`src/rtl/store_buffer.sv`:
```
// In-order store buffer between MEM and the data memory write port.
// Define STORE_BUFFER_ALIGN_CHECK_EN to drop misaligned stores and flag misalign_err.
module store_buffer #(
    parameter int DATA_W = 32,
    parameter int ADDR_W = 32,
    parameter int DEPTH  = 4
) (
    input  logic                    clk,
    input  logic                    reset,
    input  logic                    st_valid,
    output logic                    st_ready,
    input  logic [1:0]              st_size,
    input  logic [ADDR_W-1:0]       st_addr,
    input  logic [DATA_W-1:0]       st_data,
    output logic                    mem_valid,
    input  logic                    mem_ready,
    output logic [ADDR_W-1:0]       mem_addr,
    output logic [DATA_W/8-1:0]     mem_byteen,
    output logic [DATA_W-1:0]       mem_wdata,
    input  logic [ADDR_W-1:0]       ld_addr,
    output logic                    ld_conflict,
    output logic [$clog2(DEPTH):0]  count
`ifdef STORE_BUFFER_ALIGN_CHECK_EN
    ,
    output logic                    misalign_err
`endif
);

    localparam int NB = DATA_W / 8;
    localparam int LB = $clog2(NB);
    localparam int PW = $clog2(DEPTH);
    localparam int CW = PW + 1;

    logic [1:0]        lg;
    logic [LB-1:0]     off;
    logic [LB-1:0]     off_mask;
    logic [LB-1:0]     off_eff;
    logic [NB-1:0]     be_base;
    logic [NB-1:0]     lane_be;
    logic [DATA_W-1:0] data_m;
    logic [DATA_W-1:0] lane_data;
    logic [ADDR_W-1:0] lane_addr;

    logic [ADDR_W-1:0] ent_addr_q [DEPTH];
    logic [ADDR_W-1:0] ent_addr_d [DEPTH];
    logic [NB-1:0]     ent_be_q   [DEPTH];
    logic [NB-1:0]     ent_be_d   [DEPTH];
    logic [DATA_W-1:0] ent_wd_q   [DEPTH];
    logic [DATA_W-1:0] ent_wd_d   [DEPTH];

    logic [PW-1:0] wr_ptr_q, wr_ptr_d;
    logic [PW-1:0] rd_ptr_q, rd_ptr_d;
    logic [CW-1:0] count_q, count_d;
    logic [PW-1:0] slot;

    logic accept;
    logic push;
    logic pop;

    // lg is log2 of the access size, clamped to the memory width
    always_comb begin
        lg        = (int'(st_size) > LB) ? 2'(LB) : st_size;
        off       = st_addr[LB-1:0];
        off_mask  = LB'((1 << lg) - 1);
        off_eff   = off & ~off_mask;
        be_base   = '0;
        data_m    = '0;
        for (int i = 0; i < NB; i++) begin
            if (i < (1 << lg)) begin
                be_base[i]      = 1'b1;
                data_m[8*i +: 8] = st_data[8*i +: 8];
            end
        end
        lane_be   = be_base << off_eff;
        lane_data = data_m << {off_eff, 3'b000};
        lane_addr = {st_addr[ADDR_W-1:LB], {LB{1'b0}}};
    end

    assign st_ready  = (count_q != CW'(DEPTH));
    assign mem_valid = (count_q != '0);
    assign accept    = st_valid && st_ready;
    assign pop       = mem_valid && mem_ready;

`ifdef STORE_BUFFER_ALIGN_CHECK_EN
    logic misalign;
    logic err_q, err_d;

    assign misalign     = |(off & off_mask);
    assign push         = accept && !misalign;
    assign err_d        = accept && misalign;
    assign misalign_err = err_q;

    always_ff @(posedge clk or negedge reset) begin
        if (!reset) begin
            err_q <= 1'b0;
        end else begin
            err_q <= err_d;
        end
    end
`else
    assign push = accept;
`endif

    always_comb begin
        ent_addr_d = ent_addr_q;
        ent_be_d   = ent_be_q;
        ent_wd_d   = ent_wd_q;
        wr_ptr_d   = wr_ptr_q;
        rd_ptr_d   = rd_ptr_q;
        count_d    = count_q;
        if (push) begin
            ent_addr_d[wr_ptr_q] = lane_addr;
            ent_be_d[wr_ptr_q]   = lane_be;
            ent_wd_d[wr_ptr_q]   = lane_data;
            wr_ptr_d             = wr_ptr_q + 1'b1;
        end
        if (pop) begin
            rd_ptr_d = rd_ptr_q + 1'b1;
        end
        unique case ({push, pop})
            2'b10:   count_d = count_q + 1'b1;
            2'b01:   count_d = count_q - 1'b1;
            default: count_d = count_q;
        endcase
    end

    always_ff @(posedge clk or negedge reset) begin
        if (!reset) begin
            for (int i = 0; i < DEPTH; i++) begin
                ent_addr_q[i] <= '0;
                ent_be_q[i]   <= '0;
                ent_wd_q[i]   <= '0;
            end
            wr_ptr_q <= '0;
            rd_ptr_q <= '0;
            count_q  <= '0;
        end else begin
            ent_addr_q <= ent_addr_d;
            ent_be_q   <= ent_be_d;
            ent_wd_q   <= ent_wd_d;
            wr_ptr_q   <= wr_ptr_d;
            rd_ptr_q   <= rd_ptr_d;
            count_q    <= count_d;
        end
    end

    assign mem_addr   = ent_addr_q[rd_ptr_q];
    assign mem_byteen = ent_be_q[rd_ptr_q];
    assign mem_wdata  = ent_wd_q[rd_ptr_q];
    assign count      = count_q;

    // Only slots between rd_ptr and rd_ptr+count hold live stores
    always_comb begin
        ld_conflict = 1'b0;
        slot        = '0;
        for (int i = 0; i < DEPTH; i++) begin
            slot = PW'(i) - rd_ptr_q;
            if (({1'b0, slot} < count_q) &&
                (((ent_addr_q[i] ^ ld_addr) >> LB) == '0)) begin
                ld_conflict = 1'b1;
            end
        end
    end

endmodule

```
`config.mk`:
```
export PLATFORM = sky130hd
export DESIGN_NAME = store_buffer
export DESIGN_NICKNAME = d
export VERILOG_FILES = /design/src/rtl/store_buffer.sv
export SDC_FILE = /design/constraint.sdc
export NUM_CORES = 1
export LEC_CHECK = 0
export BUFFER_PORTS_ARGS = -buffer_cell sky130_fd_sc_hd__buf_2
export CAP_MARGIN = 15
export CORE_UTILIZATION = 56
export CTS_CLUSTER_SIZE = 12
export DETAILED_ROUTE_END_ITERATION = 6
export PLACE_DENSITY = 0.75
export SYNTH_ARGS = -nofsm -noshare
export SYNTH_HDL_FRONTEND = slang
export SYNTH_SLANG_ARGS = --single-unit
```
`constraint.sdc`:
```
create_clock -name clk -period 5.2 [get_ports clk]
set_clock_uncertainty 0.1 [all_clocks]
set_input_delay 0.78 -clock clk [delete_from_list [all_inputs] [get_ports clk]]
set_output_delay 0.78 -clock clk [all_outputs]
set_load 0.1 [all_outputs]
```
**Word level (Yosys, flattened, before mapping)**

Cells that the tools add are included.

- Bitwise operators: 8
- Multipliers: 0
- Shift operators: 3
- Div/mod/pow operators: 0
- Eq/ne operators: 3
- Multiplexer cells: 30
- $add $sub $neg: 9
- Magnitude comparators: 12
- Reduce and logical (&&, ||, !) cells: 13

Operators with widths:

| cell | number |
|---|---|
| $bwmux W128 | 2 |
| $mux W32 | 5 |
| $bmux W32 S2 | 2 |
| $logic_not A32 Y1 | 4 |
| $xor A32 B32 Y32 | 4 |
| $demux W32 S2 | 1 |
| $lt A3 B32 Y1 const A | 2 |
| $lt A1 B32 Y1 const A | 1 |
| $lt A2 B32 Y1 const A | 1 |
| $mux W8 | 4 |
| $shl A1 B2 Y32 const A | 1 |
| $shl A32 B5 Y32 | 1 |
| $bwmux W16 | 1 |
| $lt A2 B3 Y1 | 4 |
| $mux W4 | 3 |
| $bmux W4 S2 | 1 |
| $demux W4 S2 | 1 |
| $mux W1 | 8 |
| $logic_and A1 B1 Y1 | 7 |
| $ge A3 B3 Y1 const B | 2 |
| $not A2 Y3 | 2 |
| $pmux W3 S2 | 1 |
| $add A2 B1 Y2 const B | 2 |
| $shl A4 B2 Y4 | 1 |
| 15 further kinds | 17 |

- Word-level logic and storage cells: 93
- Latch bits: 0
- Memories kept: 0
- Memory bits (writable): 0
- Register bits: 279
- Output and inout bits: 74
- Bits in read-only memories: 0
- Input port bits: 102

**Logic depth before layout (Yosys ltp)**

Gate-level depths: netlist of run 1.

- Depth in word-level cells: 8
- Mapped depth: 10

**Worst setup path after synthesis of run 1**

OpenSTA, ideal clock, no wires.

- Path type: flip-flop to output port
- Start point: register count_q[1], in the netlist count[1]
- End point: output port ld_conflict
- Required time: 4320 ps
- Path buffers: 0
- Arrival time: 3147 ps
- Slack: 1173 ps
- Stages on the path, launching flop included: 8
- Cells stage by stage: dfrtp_1 inv_1 ha_1 inv_1 a2111oi_0 nand4_1 or4_1 nand4_1

- Cells in the longest elaborated chain, start to end: 6
- Elaborated cells between the ends (all ways): 12
- Classes of those cells: order compare: 4; mux: 4; reduce/logical: 4

Ends and longest elaborated chain:

| what | RTL line | source |
|---|---|---|
| from (decl) | 53 | `logic [CW-1:0] count_q, count_d;` |
| from (signal assigned) | 143 | `count_q <= count_d;` |
| $lt A2 B3 Y1 | 158 | `if (({1'b0, slot} < count_q) &&` |
| $logic_and A1 B1 Y1 | 158 |  |
| $mux W1 (3 in a row) | 158 |  |
| $mux W1 (*) | 158 |  |
| to (decl) | 21 | `output logic ld_conflict,` |

Mark *: on every way between the ends. The rest lies on a longest branch, timed or not.

**Final worst setup path of run 1**

- Start point: register rd_ptr_q[0]
- End point: output port ld_conflict

- Cells in the longest elaborated chain, start to end: 7
- Elaborated cells between the ends (all ways): 16
- Classes of those cells: add/sub: 4; order compare: 4; mux: 4; reduce/logical: 4

Ends and longest elaborated chain:

| what | RTL line | source |
|---|---|---|
| from (decl) | 52 | `logic [PW-1:0] rd_ptr_q, rd_ptr_d;` |
| from (signal assigned) | 142 | `rd_ptr_q <= rd_ptr_d;` |
| $sub A1 B2 Y2 | 157 | `slot = PW'(i) - rd_ptr_q;` |
| $lt A2 B3 Y1 | 158 |  |
| $logic_and A1 B1 Y1 | 158 |  |
| $mux W1 (3 in a row) | 158 |  |
| $mux W1 (*) | 158 |  |

Marks and branches as above.

==> results of run 1 <==
==> cells by family after synthesis <==
family / count (synthesis) / synth area share (%)
simple gates: 237 / 7.40
buf+inv: 99 / 3.56
flops: 271 / 50.5
other cells: 1 / 0.0279
xor+xnor: 127 / 8.28
mux: 186 / 21.1
compound gates: 195 / 8.19
fa+ha+maj: 10 / 0.987
==> sequential cells by signal, indices dropped and copies added (netlist names) <==
register and cells:
count 3, ent_addr_q 120, ent_be_q 16, ent_wd_q 128, rd_ptr_q 2, wr_ptr_q 2
==> synth_stat cells, types with 4 or more instances <==
master | number | area [sq um]
and2_1 | 4 | 25.0
a2111oi_0 | 4 | 35.0
inv_1 | 12 | 45.0
ha_1 | 9 | 113
mux4_2 | 66 | 1490
a22oi_1 | 16 | 120
a21boi_0 | 4 | 30.0
nand2_1 | 187 | 702
xor2_1 | 49 | 429
nor4_1 | 11 | 68.8
mux2_2 | 120 | 1350
nor2_1 | 7 | 26.3
buf_2 | 31 | 155
buf_6 | 8 | 90.1
o21ai_0 | 154 | 771
a21oi_1 | 5 | 25.0
xnor2_1 | 78 | 683
clkbuf_1 | 44 | 165
nand4_1 | 22 | 138
dfrtp_1 | 271 | 6780
o31a_1 | 7 | 61.3
==> stage by stage <==
stage / instances / setup WS (ns) / instance area (sq um) / hold slack (ns)
4_1_cts: 1593 / 0.983 / 15400 / 0.153
3_5_place_dp: 1540 / 1.48 / 14400 / 0.365
3_3_place_gp: 1540 / 1.45 / 14400 / 0.357
2_1_floorplan: 1127 / 1.17 / 13400 / 0.345
6_report: 1596 / 0.962 / 15400 / 0.119
5_1_grt: 1594 / 0.769 / 15400 / 0.174
==> worst max-delay path: stages, from the launching register on <==
cell and delay (ns):
dfrtp_4 0.70, xor2_1 0.24, inv_1 0.07, ha_1 0.18, a2111o_1 0.40, a2111oi_0 0.47, nand4_1 0.16, nand4_1 0.13
buf_2 0.44
==> cell type report <==
class / count / area [sq um] / share of cell area [%]
timing repair buffer: 180 / 946 / 6.13
tap: 319 / 399 / 2.59
antenna: 3 / 7.51 / 0.0487
sequential: 271 / 6790 / 44.0
clock inverter: 10 / 140 / 0.908
inverter: 13 / 48.8 / 0.316
multi-input combinational: 757 / 6220 / 40.3
clock buffer: 43 / 880 / 5.70
==> worst min-delay path by stage <==
stage                             start                  endpoint  depth (start not counted)
2_1_floorplan   ent_be_q[4]$_DFFE_PN0P_   ent_be_q[4]$_DFFE_PN0P_                          2
3_3_place_gp   ent_wd_q[51]$_DFFE_PN0P_  ent_wd_q[51]$_DFFE_PN0P_                          2
3_5_place_dp   ent_wd_q[51]$_DFFE_PN0P_  ent_wd_q[51]$_DFFE_PN0P_                          2
4_1_cts                           reset  ent_wd_q[16]$_DFFE_PN0P_                          1
5_1_grt                           reset  ent_wd_q[80]$_DFFE_PN0P_                          1
6_report                          reset  ent_wd_q[16]$_DFFE_PN0P_                          1
==> routing by layer <==
layer,vias to the layer above,global-route usage (%),wire length (um)
met3,58,5.48,2350
met2,307,42.0,15400
met5,-,0,44
met4,6,7.19,695
li1,4230,-,-
met1,4772,42.9,15100
==> flow_metrics.py, run 1 <==
metrics = {
    "synthesis": {
        "synth_edf_count": 0,
        "ys_types": 35,
        "synthCells": 1126,
        "synth_seq_cells": 271,
        "seq_area_frac_synth_pct": 50.5,
        "syn_area_sq_um": 13400,
        "synth.avg_cell_area_sq_um": 11.9,
        "async_flop_share_pct": 100,
        "ys_warn_count": 0,
        "ys.flop_type": "dfrtp_1",
    },
    "floorplan": {
        "die_x_um": 157,
        "rows": 56,
        "die_area_sq_um": 24600,
        "coreArea_sq_um": 23500,
        "start_util_pct": 57.3,
        "design.portCount": 176,
        "dieHeight_um": 157,
    },
    "routing": {
        "drtAntennaViolNets": 0,
        "firstDrtPassIters": 6,
        "vias": 9373,
        "wirelength_mm": 33.6,
        "drc": 0,
        "routed_via_density": 5.87,
        "wl_per_cell_um": 21.0,
        "drtIter0Drc": 769,
    },
    "layout": {
        "syn_to_final_growth_pct": 14.8,
        "drive_above_1_share_pct": 33.3,
        "final_common_cell": "dfrtp_1",
        "final_nets": 1365,
        "fin_util_pct": 65.7,
        "fillCellCount": 1806,
        "layout_common_cells": "dfrtp_1, nand2_1, buf_2",
    },
    "setup_path": {
        "endpoint_kind": "primary output",
        "required_ns": 4.32,
        "critPathLaunch": "rd_ptr_q[0]$_DFFE_PN0P_",
        "endpoint": "ld_conflict",
        "path_class": "reg2out",
        "rr_startpoint": "count[0]$_DFFE_PN0P_",
        "worstPathArrival_ns": 3.36,
        "worstReg2RegEnd": "ent_addr_q[127]$_DFFE_PN0P_",
        "path_max_fanout": 21,
        "ff2ff_path_depth": 5,
        "regToRegSetupSlack_ns": 2.47,
        "start_kind": "register",
    },
    "sta": {
        "hold_viol": 0,
        "setup_viol": 0,
        "rsz0062_at_grt": "no",
        "post-route-period-util_pct": 81.5,
        "min_period_ns": 4.24,
        "drv_slew": 0,
        "timing.fmax_mhz": 236,
        "tns_ns": 0,
        "slew_headroom_pct": 29.2,
        "worstMarginPinSlew_ns": 1.06,
    },
    "job": {
        "cap_violations": 0,
    },
    "place": {
        "io_buffers": 171,
        "hpwl_mm": 22.3,
        "gp_congestion": 0.900,
    },
    "grt": {
        "grt_pass1_wl_mm": 52.6,
        "grt_max_degree": 92,
        "grt_pass1_vias": 9272,
        "gr-total-overflow": 0,
        "antenna_found_initial": 5,
        "track_usage_pct": 28.3,
    },
    "hold_path": {
        "min_path_type": "in2async",
    },
    "run_status": {
        "outcome": "complete, no violations",
    },
    "clocking": {
        "ctsHoldBuffers": 0,
        "cts_tree": "yes",
        "cts.repair.resized": 0,
        "cts_buffers": 30,
        "cts_root_buffer": "clkbuf_16",
        "cts_setup_buffers": 0,
        "clock_path_buffers": 3,
        "clkTransAtPathRegs_ns": 0.07,
        "clkLatencyLatePin_ns": 0.56,
        "clock-sinks": 271,
        "htree_levels": 1,
    },
}
Power of run 1 is not shown: default switching activity piles up to over one toggle a cycle in this logic, so the estimate is an artifact.
==> run 2, diff against run 1 <==
--- a/config.mk
+++ b/config.mk
@@ -5,12 +5,13 @@
 export SDC_FILE = /design/constraint.sdc
 export NUM_CORES = 1
 export LEC_CHECK = 0
+export ABC_AREA = 1
 export BUFFER_PORTS_ARGS = -buffer_cell sky130_fd_sc_hd__buf_2
 export CAP_MARGIN = 15
 export CORE_UTILIZATION = 56
 export CTS_CLUSTER_SIZE = 12
 export DETAILED_ROUTE_END_ITERATION = 6
-export PLACE_DENSITY = 0.75
+export PLACE_DENSITY = 0.74
 export SYNTH_ARGS = -nofsm -noshare
 export SYNTH_HDL_FRONTEND = slang
 export SYNTH_SLANG_ARGS = --single-unit
==> constraint.sdc (replaced) <==
create_clock -name clk -period 4.1 [get_ports clk]
set_clock_uncertainty 0.1 [all_clocks]
set_input_delay 0.615 -clock clk [delete_from_list [all_inputs] [get_ports clk]]
set_output_delay 0.615 -clock clk [all_outputs]
set_load 0.1 [all_outputs]
==> run 2 against run 1 <==
Against the previous run: synthesized cell count rose by 61%; cell count is 43% higher; routed wire length grew 20%; clock-buffer cell count is the same; critical path type unchanged.
==> flow_metrics.py, run 2 <==
metrics = {
    "run_status": {
        "outcome": "complete, no violations",
    },
    "routing": {
        "routed_via_density": 5.66,
        "drtIter0Drc": 1211,
        "dr.max_layer_used": "met4",
        "drc": 0,
        "wirelength_mm": 40.4,
        "wl_met3_mm": 3.18,
        "firstDrtPassIters": 6,
        "wl_met1_mm": 16.5,
        "wl_per_cell_um": 17.7,
        "drtAntennaViolNets": 0,
        "vias": 12944,
        "wl_met2_mm": 19.1,
    },
    "layout": {
        "multi_input_area_sq_um": 5940,
        "register_area_sq_um": 6780,
        "final_common_cell": "nand2_1",
        "final_nets": 2055,
        "reg.largest.list": "ent_wd_q (128), ent_addr_q (120), ent_be_q (16)",
        "fillCellCount": 2016,
        "syn_to_final_growth_pct": 19.2,
        "largest_reg_flops": 128,
        "drive_above_1_share_pct": 12.9,
        "largest_register": "ent_wd_q",
        "layout_common_cells": "nand2_1, dfrtp_1, o21ai_0",
    },
    "clocking": {
        "clkLatencyLatePin_ns": 0.56,
        "cts_root_buffer": "clkbuf_16",
        "cts_buffers": 29,
        "clkTransAtPathRegs_ns": 0.06,
        "clock-sinks": 271,
        "cts_setup_buffers": 0,
        "cts_tree": "yes",
        "cts.repair.resized": 0,
        "htree_levels": 1,
        "clock_path_buffers": 3,
        "ctsHoldBuffers": 0,
    },
    "setup_path": {
        "endpoint_kind": "primary output",
        "start_kind": "register",
        "path_max_fanout": 38,
        "required_ns": 3.38,
        "worstPathArrival_ns": 3.17,
        "path_class": "reg2out",
        "worst_path_max_delay_cell": "dfrtp_1",
        "slowest_delay_ns": 0.82,
        "path_cells": "nor2_1 > inv_2 > buf_4 > o221ai_1 > buf_12",
        "regToRegSetupSlack_ns": 1.68,
        "cp_num_buf_inv": 3,
        "cp_top_family": "buffers and inverters",
    },
    "synthesis": {
        "synth_area_leaders": "dfrtp_1, nand2_1, o21ai_0, inv_1, a22oi_1",
        "ys.flop_type": "dfrtp_1",
        "async_flop_share_pct": 100,
        "netlist.area_leader.share_pct": 48.5,
        "synth_common_cells": "nand2_1, dfrtp_1, o21ai_0",
        "ys_warn_count": 0,
        "synth.avg_cell_area_sq_um": 7.71,
        "synth_seq_cells": 271,
        "synthCells": 1816,
        "syn_area_sq_um": 14000,
        "synth_edf_count": 0,
        "yosysMostFrequentCell": "nand2_1",
        "ys_types": 33,
        "seq_area_frac_synth_pct": 48.5,
        "netlist.top_cell.by_area": "dfrtp_1",
    },
    "floorplan": {
        "start_util_pct": 57.4,
        "coreArea_sq_um": 24400,
        "rows": 57,
        "die_area_sq_um": 25600,
        "dieHeight_um": 160,
        "design.portCount": 176,
        "die_x_um": 160,
    },
    "sta": {
        "post-route-period-util_pct": 94.8,
        "drv_slew": 0,
        "worstMarginPinSlew_ns": 1.11,
        "timing.fmax_mhz": 257,
        "slew_headroom_pct": 26.1,
        "rsz0062_at_grt": "no",
        "hold_viol": 0,
        "tns_ns": 0,
        "min_period_ns": 3.89,
        "setup_viol": 0,
    },
    "grt": {
        "gr-total-overflow": 0,
        "grt_max_degree": 109,
        "antenna_found_initial": 2,
        "grt_pass1_vias": 12417,
        "grt_pass1_wl_mm": 65.2,
        "track_usage_pct": 32.0,
    },
    "job": {
        "cap_violations": 0,
    },
    "place": {
        "io_buffers": 171,
        "gp_congestion": 0.962,
        "hpwl_mm": 26.0,
    },
    "hold_path": {
        "min_path_type": "in2async",
    },
}
-- run 2: changes by cell type in the layout (fill, tap and decap cells not counted), sizes merged, moves of 66 or more --
cell   change
inv      +193
mux2     -120
mux4      -66
nand2    +514
nor2      +75
o21ai     +89
xnor2     -75
-- run 2: cell families (layout without fill, tap and decap cells) --
logic type | count (synthesis) | in the layout | synth area share (%)
flops | 271 | 271 | 48.5
simple gates | 837 | 837 | 23.5
buf+inv | 297 | 439 | 9.24
fa+ha+maj | 10 | 10 | 0.948
other cells | 1 | 4 | 0.0268
compound gates | 375 | 375 | 16.3
xor+xnor | 25 | 25 | 1.56
-- run 2: layout make-up --
type	instances	share of cell area, %
diodes	2	0.0300
clock buffers	43	5.03
clock inverters	4	0.360
inverters	206	4.70
multi-input cells	1249	35.6
flip-flops and latches	271	40.7
well taps	324	2.43
repair buffers	186	11.2
-- run 2: worst paths after layout --
| kind | from | end | cells past startpoint |
|---|---|---|---|
| worst max-delay path | rd_ptr_q[0]$_DFFE_PN0P_ | mem_wdata[3] | 5 |
| worst min-delay path | reset | ent_addr_q[79]$_DFFE_PN0P_ | 1 |
| worst max register to register | count[1]$_DFFE_PN0P_ | ent_wd_q[51]$_DFFE_PN0P_ | 7 |
| worst min register to register | ent_wd_q[90]$_DFFE_PN0P_ | ent_wd_q[90]$_DFFE_PN0P_ | 2 |
| max in group asynchronous | reset | ent_wd_q[18]$_DFFE_PN0P_ | 2 |
| min in group clk | st_addr[16] | ent_addr_q[80]$_DFFE_PN0P_ | 3 |
-- run 2: stage by stage --
step           area [sq um]  cells  util, %  hold slack (ns)  setup WS [ns]
2_1_floorplan         14000   1817        -            0.219          0.468
3_3_place_gp          15800   2236     64.7            0.363          0.863
3_5_place_dp          15800   2236     64.7            0.366          0.804
4_1_cts               16700   2283     68.4           0.0406          0.220
5_1_grt               16700   2285     68.4           0.0693         0.0257
6_report              16700   2285     68.4          0.00859          0.215
-- run 2: layer usage --
metal,vias to the layer above,GRT usage [%]
met5,-,0
met3,100,4.65
met1,6130,42.5
met4,0,13.8
met2,617,52.5
li1,6097,-
Power of run 2 is left out for the same reason.
==> run 3, diff against run 2 <==
==> constraint.sdc (replaced) <==
create_clock -name clk -period 4.1 [get_ports clk]
set_clock_uncertainty 0.1 [all_clocks]
set_input_delay 0.41 -clock clk [delete_from_list [all_inputs] [get_ports clk]]
set_output_delay 0.41 -clock clk [all_outputs]
set_load 0.1 [all_outputs]
==> run 3 against run 2 <==
Against the previous run: first-iteration DRC count decreased by 1.8%; cell count rose by 0.74%; clock-buffer cell count down 1; critical path depth is 2 higher; sequential cell count is the same; worst setup slack improved by 0.34 ns; sequential share of layout area increased by 1.7 points; global-route usage shrank 0.38 points; cell area down 4.0%; routed wire length fell by 0.69%; fmax up 9.6%; critical endpoint is now mem_addr[19]; largest cell class unchanged.
==> flow_metrics.py, run 3 (synthesized netlist as in run 2, its figures left out) <==
metrics = {
    "run_status": {
        "outcome": "complete, no violations",
    },
    "grt": {
        "grt_util_met3_pct": 3.74,
        "track_usage_pct": 31.6,
        "grt_max_degree": 119,
        "grt_pass1_vias": 11928,
        "gr-total-overflow": 0,
        "grt_pass1_wl_mm": 64.0,
        "grt-busiest-layer": "met2",
        "use_met1_pct": 43.8,
        "grt_use_met2_pct": 51.1,
        "antenna_found_initial": 1,
    },
    "routing": {
        "wirelength_mm": 40.2,
        "wl_per_cell_um": 17.4,
        "routed_via_density": 5.53,
        "firstDrtPassIters": 5,
        "drtIter0Drc": 1189,
        "drc": 0,
        "vias": 12736,
        "drtAntennaViolNets": 0,
    },
    "setup_path": {
        "worst_path_max_delay_cell": "buf_2",
        "slowest_delay_ns": 0.49,
        "start_kind": "register",
        "required_ns": 3.59,
        "path_class": "reg2out",
        "path_cells": "buf_4 > inv_1 > nor2_1 > inv_2 > buf_4 > o221ai_1 > buf_2",
        "path_max_fanout": 42,
        "crit_top_cell": "buf_4",
        "endpoint_kind": "primary output",
        "worstPathArrival_ns": 3.03,
    },
    "layout": {
        "syn_to_final_growth_pct": 14.4,
        "fin_util_pct": 65.6,
        "final_nets": 2073,
        "drive_above_1_share_pct": 12.9,
        "reg.largest.list": "ent_wd_q (128), ent_addr_q (120), ent_be_q (16)",
        "final_common_cell": "nand2_1",
        "layout_common_cells": "nand2_1, dfrtp_1, o21ai_0",
        "fillCellCount": 2164,
        "stdcell_area_sq_um": 16000,
        "largest_register": "ent_wd_q",
        "largest_reg_flops": 128,
    },
    "place": {
        "io_buffers": 171,
        "pre_cts_slack_ns": 1.19,
        "hpwl_mm": 25.4,
        "dpl-instance-area_sq_um": 14900,
        "gp_congestion": 0.904,
    },
    "clocking": {
        "cts_tree": "yes",
        "clkLatencyLatePin_ns": 0.57,
        "ctsHoldBuffers": 16,
        "cts_setup_buffers": 0,
        "htree_levels": 1,
        "cts_root_buffer": "clkbuf_16",
        "cts.repair.resized": 0,
        "clock-sinks": 271,
        "cts_buffers": 29,
        "clkTransAtPathRegs_ns": 0.06,
        "clock_path_buffers": 3,
    },
    "floorplan": {
        "design.portCount": 176,
        "rows": 57,
        "start_util_pct": 57.4,
        "dieHeight_um": 160,
        "die_x_um": 160,
        "die_area_sq_um": 25600,
        "coreArea_sq_um": 24400,
    },
    "job": {
        "cap_violations": 0,
    },
    "sta": {
        "rsz0062_at_grt": "no",
        "hold_viol": 0,
        "post-route-period-util_pct": 86.4,
        "setup_ws_ns": 0.557,
        "tns_ns": 0,
        "drv_slew": 0,
        "setup_viol": 0,
        "min_period_ns": 3.54,
        "slew_headroom_pct": 25.6,
        "worstMarginPinSlew_ns": 1.12,
        "timing.fmax_mhz": 282,
    },
    "hold_path": {
        "min_path_type": "in2reg",
    },
}
[run 3: cell types whose count changed in the layout (fill, tap and decap cells not counted)]
cell / before / now
clkbuf_8: 6 / 7
dlygate4sd3_1: 0 / 16
buf_2: 115 / 170
buf_4: 10 / 14
clkbuf_1: 8 / 6
buf_12: 60 / 3
[run 3: path summary, 6_finish.rpt]
kind                            cells after the start                         end                startpoint  slack (ns)
worst max register to register                      7  ent_addr_q[46]$_DFFE_PN0P_      count[1]$_DFFE_PN0P_        1.71
worst min-delay path                                3  ent_addr_q[72]$_DFFE_PN0P_                st_addr[8]       0.003
min in group asynchronous                           2  ent_addr_q[46]$_DFFE_PN0P_                     reset        0.45
max in group asynchronous                           3    ent_wd_q[67]$_DFFE_PN0P_                     reset        2.41
worst max-delay path                                7                mem_addr[19]   rd_ptr_q[1]$_DFFE_PN0P_        0.56
worst min register to register                      2    ent_wd_q[82]$_DFFE_PN0P_  ent_wd_q[82]$_DFFE_PN0P_        0.38
[run 3: per-layer routing]
| layer | routed length [um] | share of wire, % | vias to the layer above |
|---|---|---|---|
| li1 | - | - | 6127 |
| met1 | 16900 | 42 | 5979 |
| met2 | 18900 | 47 | 552 |
| met3 | 2830 | 7.0 | 78 |
| met4 | 1490 | 3.7 | 0 |
| met5 | 0 | 0 | - |
[run 3: cell type report]
| class | count | area [sq um] | share of cell area [%] |
|---|---|---|---|
| antenna | 2 | 5.00 | 0.0313 |
| clock buffer | 42 | 845 | 5.27 |
| clock inverter | 4 | 60.1 | 0.375 |
| inverter | 206 | 783 | 4.89 |
| multi-input combinational | 1249 | 5940 | 37.1 |
| sequential | 271 | 6780 | 42.4 |
| tap | 324 | 405 | 2.53 |
| timing repair buffer | 204 | 1190 | 7.44 |
[run 3: stage by stage]
step	std cells	hold slack, ns
after global placement	2238	0.362
after global routing	2301	0.00786
final	2302	0.00257
after floorplan	1817	0.0144
after CTS	2300	0.000828
after detailed placement	2238	0.366
[run 3: critical path: cells and delay by family (launching register included)]
kind	cells	cell delay [ns]
AO/OA/AOI/OAI	1	0.25
buffers and inverters	5	1.66
flip-flops	1	0.32
AND/OR/NAND/NOR	1	0.23
Power of run 3 is left out for the same reason.
